--- src/rtl/mux_scan_ctrl.sv ---
// mux_scan_ctrl: upstream sequencer for the 8:1 byte mux.
// It walks the enabled channels in ascending order, drives the mux select,
// captures each selected byte and offers it on a valid/ready stream tagged
// with its channel number. Scanning is either a single pass or a continuous
// round-robin.
// Optional build macro: MUX_SCAN_PARITY_EN adds out_par, the XOR-reduce of
// the captured byte.
module mux_scan_ctrl #(
  parameter int WIDTH = 8,
  parameter int NCH   = 8,
  parameter int SELW  = 3
) (
  input  logic             clk,
  input  logic             rst,
  input  logic             start,
  input  logic             cont,
  input  logic [NCH-1:0]   ch_en,
  output logic [SELW-1:0]  sel,
  input  logic [WIDTH-1:0] mux_y,
  output logic [WIDTH-1:0] out_data,
  output logic [SELW-1:0]  out_ch,
  output logic             out_valid,
  input  logic             out_ready,
  output logic             busy,
`ifdef MUX_SCAN_PARITY_EN
  output logic             out_par,
`endif
  output logic             done
);

  typedef enum logic [1:0] {
    S_IDLE  = 2'd0,
    S_DRIVE = 2'd1,
    S_OUT   = 2'd2
  } state_t;

  state_t           state_q;
  logic [NCH-1:0]   mask_q;
  logic [SELW-1:0]  sel_q;
  logic [WIDTH-1:0] data_q;
  logic             valid_q;
  logic             busy_q;
  logic             done_q;
`ifdef MUX_SCAN_PARITY_EN
  logic             par_q;
`endif

  // Search results for the next channel to visit.
  logic [SELW-1:0]  low_sel_d;
  logic             low_any_d;
  logic [SELW-1:0]  nxt_sel_d;
  logic             nxt_any_d;

  // Lowest enabled channel in the live mask (used at start and at wrap).
  always_comb begin
    low_sel_d = '0;
    low_any_d = 1'b0;
    for (int unsigned i = 0; i < NCH; i++) begin
      if (ch_en[i] && !low_any_d) begin
        low_sel_d = SELW'(i);
        low_any_d = 1'b1;
      end
    end
  end

  // Next enabled channel above the current one in the snapshot mask.
  always_comb begin
    nxt_sel_d = '0;
    nxt_any_d = 1'b0;
    for (int unsigned i = 0; i < NCH; i++) begin
      if (mask_q[i] && (SELW'(i) > sel_q) && !nxt_any_d) begin
        nxt_sel_d = SELW'(i);
        nxt_any_d = 1'b1;
      end
    end
  end

  // Scan FSM with all outputs held in registers.
  always_ff @(posedge clk) begin
    if (rst) begin
      state_q <= S_IDLE;
      mask_q  <= '0;
      sel_q   <= '0;
      data_q  <= '0;
      valid_q <= 1'b0;
      busy_q  <= 1'b0;
      done_q  <= 1'b0;
`ifdef MUX_SCAN_PARITY_EN
      par_q   <= 1'b0;
`endif
    end else begin
      done_q <= 1'b0;
      unique case (state_q)
        S_IDLE: begin
          if (start) begin
            if (low_any_d) begin
              mask_q  <= ch_en;
              sel_q   <= low_sel_d;
              busy_q  <= 1'b1;
              state_q <= S_DRIVE;
            end else begin
              done_q  <= 1'b1;
            end
          end
        end
        S_DRIVE: begin
          data_q  <= mux_y;
`ifdef MUX_SCAN_PARITY_EN
          par_q   <= ^mux_y;
`endif
          valid_q <= 1'b1;
          state_q <= S_OUT;
        end
        S_OUT: begin
          if (out_ready) begin
            valid_q <= 1'b0;
            // Wrap reloads from the live ch_en; an empty reload ends the scan.
            if (nxt_any_d) begin
              sel_q   <= nxt_sel_d;
              state_q <= S_DRIVE;
            end else if (cont && low_any_d) begin
              mask_q  <= ch_en;
              sel_q   <= low_sel_d;
              state_q <= S_DRIVE;
            end else begin
              done_q  <= 1'b1;
              busy_q  <= 1'b0;
              state_q <= S_IDLE;
            end
          end
        end
        default: begin
          valid_q <= 1'b0;
          busy_q  <= 1'b0;
          state_q <= S_IDLE;
        end
      endcase
    end
  end

  assign sel       = sel_q;
  assign out_ch    = sel_q;
  assign out_data  = data_q;
  assign out_valid = valid_q;
  assign busy      = busy_q;
  assign done      = done_q;
`ifdef MUX_SCAN_PARITY_EN
  assign out_par   = par_q;
`endif

endmodule

--- config.mk ---
export PLATFORM = sky130hd
export DESIGN_NAME = mux_scan_ctrl
export DESIGN_NICKNAME = d
export VERILOG_FILES = /design/src/rtl/mux_scan_ctrl.sv
export SDC_FILE = /design/constraint.sdc
export NUM_CORES = 1
export LEC_CHECK = 0
export BUFFER_PORTS_ARGS = -buffer_cell sky130_fd_sc_hd__buf_4
export CORE_ASPECT_RATIO = 0.5
export CORE_MARGIN = 2
export CORE_UTILIZATION = 45
export CTS_CLUSTER_DIAMETER = 40
export DETAILED_ROUTE_END_ITERATION = 8
export PLACE_DENSITY = 0.72
export SYNTH_ARGS = -nofsm -noshare
export SYNTH_HDL_FRONTEND = slang
export SYNTH_SLANG_ARGS = --single-unit
--- constraint.sdc ---
create_clock -name clk -period 3.2 [get_ports clk]
set_clock_uncertainty 0.2 [all_clocks]
set_input_delay 0.16 -clock clk [delete_from_list [all_inputs] [get_ports clk]]
set_output_delay 0.16 -clock clk [all_outputs]
set_load 0.05 [all_outputs]
==> results.sh <==
export IMPL_cts_tree="done"
export IMPL_syn_nets=172
export IMPL_start_util_pct=47.92
export IMPL_drc=0
export IMPL_startpoint="ch_en[5]"
export IMPL_crit_reg2reg_launch="out_ch[2]"
export IMPL_powerDensity_nw_per_um2=443.4
export IMPL_htreeDepth=1
export IMPL_numPortBuffers=37
export IMPL_die_h_um=41.34
export IMPL_area_delta_synth_final_pct=34.99
export IMPL_root_buffer="clkbuf_8"
export IMPL_routabilityCongestion=0.7698
export IMPL_synth_largest_area_cell="dfxtp_1"
export IMPL_grt_total_usage_pct=20.90
export IMPL_final_cell_mix="buf_4, nand2_1, dfxtp_1, nor2_1"
export IMPL_nNetsFinal=217
export IMPL_avgSynthCellArea_sq_um=8.311
export IMPL_finalHoldViolCount=0
export IMPL_synth_top_area_share_pct=36.69
export IMPL_clock_sinks=23
export IMPL_worst_path_stages=8
export IMPL_hp_start="rst"
export IMPL_use_met1_pct=24.02
export IMPL_status="finished, final reports clean"
export IMPL_final_cell_area_sq_um=1694
export IMPL_cp_max_fo=7
export IMPL_cp_required_ps=3160
export IMPL_wl_um=3106
export IMPL_cts_reportedPaths_clkPinSlew_ps=80
export IMPL_reg2reg_depth=6
export IMPL_core_area_sq_um=2619
export IMPL_rsz0062_at_grt="false"
export IMPL_ios=38
export IMPL_period_needed_ps=2279
export IMPL_drive_above_1_share_pct=25.13
export IMPL_vdd_drop_max_v=0.0002603
export IMPL_met3_usage_pct=5.388
export IMPL_placed_area_sq_um=1498
export IMPL_grt_start_max_net_pins=24
export IMPL_diodes=0
export IMPL_setup_viol=0
export IMPL_worstSetupPathType="in -> reg"
export IMPL_slew_limit_headroom_pct=60.39
export IMPL_p_leak_nw=0.7164
export IMPL_grtUsageMet2_pct=38.89
export IMPL_ant_nets=0
export IMPL_critical_path_max_stage_delay_ps=550
export IMPL_yosys_top_cells_area="dfxtp_1, nand2_1, mux2i_1"
export IMPL_mostFrequentLayoutCell="buf_4"
export IMPL_clk_latency_ps=270
export IMPL_fin_util_pct=64.69
export IMPL_synth_seq_cells=23
export IMPL_finalCritPeriodShare_pct=71.21
export IMPL_slew_viol_final=0
export IMPL_cpMaxStageDelayCell="dlygate4sd3_1"
export IMPL_antenna_found_initial=0
export IMPL_die_width_um=78.69
export IMPL_crit_family="simple AND/OR/NAND/NOR gates"
export IMPL_drt_initial_drc_count=34
export IMPL_cts_buffers_inserted=3
export IMPL_crit_chain="dlygate4sd3_1 -> buf_4 -> nor4_1 -> and2_2 -> nor3_2 -> a21bo_1 -> mux2i_1 -> nor2_1"
export IMPL_ctsResizeCount=0
export IMPL_drv_cap=0
export IMPL_hold_class="in -> reg"
export IMPL_syn_inst=151
export IMPL_netlist_area_sq_um=1255
export IMPL_ys_warn_count=0
export IMPL_whs_path_depth=2
export IMPL_startpoint_type="primary input"
export IMPL_via_per_inst=5.181
export IMPL_worstPathArrival_ps=2240
export IMPL_hpwl_um=2038
export IMPL_fin_tns_setup_ps=0
export IMPL_wire_per_inst_um=13.39
export IMPL_rrSetupSlack_ps=1080
export IMPL_std_cell_rows=13
export IMPL_max_slew_worst_pin_slew_ps=593.0
export IMPL_gr_max_usage_layer="met2"
export IMPL_dieArea_sq_um=3253
export IMPL_gr_total_overflow=0
export IMPL_path_buf_inv=2
export IMPL_num_vias=1202
export IMPL_clock_path_buffers=2
export IMPL_end_kind="register"
export IMPL_yosysSeqAreaShare_pct=36.69
export IMPL_dr_pass1_iters=4
export IMPL_max_freq_mhz=438.8
export IMPL_grt_pass1_wl_um=4912
export IMPL_grt_pass1_vias=1041
export IMPL_yosysUniqueCellTypes=42
==> cells in the mapped netlist <==
cell type and instances:
nor3_1 1, or3_4 1, a2bb2oi_1 1, buf_2 2
a21bo_1 1, a22o_1 1, nor3_2 1, buf_1 1
nand4b_1 1, nor4_1 1, nand2b_1 2, a211oi_1 2
nand4_4 1, or2b_1 1, nand3_1 2, buf_4 3
a221oi_2 1, dfxtp_1 23, a211o_1 1, inv_1 3
o311ai_4 1, mux2i_1 8, a221o_1 1, o21bai_1 1
nand2_1 24, nor4_2 1, buf_6 3, nand3b_1 2
a31oi_1 1, o21ai_1 2, a31oi_4 1, nor2b_1 6
o21ai_0 5, a221oi_1 1, clkbuf_1 3, nor2_1 20
and2b_1 1, and2_2 1, clkinv_1 1, nor3b_1 2
a2111oi_0 1, a21oi_1 15
==> sequential cells by signal, summed over array words and instances (netlist names) <==
register   flops
state_q        2
out_data       8
out_ch         3
out_valid      1
busy           1
mask_q         7
done           1
==> logic make-up after synthesis <==
| family | share of synthesized area, % |
|---|---|
| and+or+nand+nor | 28.12 |
| buffers and inverters | 7.676 |
| DFF | 36.69 |
| AOI/OAI and AO/OA | 21.14 |
| muxes | 6.381 |
==> power breakdown <==
part | leakage (nW) | internal [mW] | total (mW) | switching [mW]
sequential | 0.188 | 0.307 | 0.331 | 0.0243
clock | 0.0255 | 0.0871 | 0.184 | 0.0970
combinational | 0.503 | 0.100 | 0.236 | 0.136
==> through the flow <==
| step | hold WS [ps] | instances | power (mW) | worst slack (ps) |
|---|---|---|---|---|
| 3_5_place_dp | 218.6 | 213 | 0.5569 | 1080 |
| 5_1_grt | 53.71 | 232 | 0.7869 | 796.0 |
| 3_3_place_gp | 206.9 | 213 | 0.5534 | 1140 |
| 6_report | 30.90 | 232 | 0.7512 | 921.1 |
| 4_1_cts | 25.77 | 232 | 0.7548 | 950.5 |
| 2_1_floorplan | 26.25 | 151 | 0.5000 | 1075 |
==> worst paths after layout <==
check,to
setup / recovery,mask_q[5]
hold / removal,mask_q[3]
setup reg to reg,mask_q[5]
hold reg to reg,out_data[2]
==> cell type report <==
class | count | area (sq um)
Clock buffer | 3 | 41.29
Clock inverter | 1 | 5.005
Fill cell | 216 | 924.6
Inverter | 4 | 15.01
Multi-Input combinational cell | 112 | 698.2
Sequential cell | 23 | 460.4
Tap cell | 37 | 46.29
Timing Repair Buffer | 52 | 427.9
==> per-layer routing <==
metal | part of all wire (%) | up-vias | routed length [um]
met5 | 0 | - | 0
li1 | - | 611 | -
met1 | 43 | 543 | 1347
met4 | 2.3 | 0 | 70
met2 | 49 | 40 | 1512
met3 | 5.6 | 8 | 175
==> worst reg2reg max path: cells and delay by family (launching register included) <==
family           cells  cell delay (ps)
multiplexers         1              200
AO/OA/AOI/OAI        2              660
flip-flops           1              560
AND/OR/NAND/NOR      3              390
==> what timing repair did <==
action	4_1_cts	5_1_grt
hold endpoints to repair	15	0
buffers inserted	0	0
hold buffers	15	0
(Power assumes the default switching activity.)
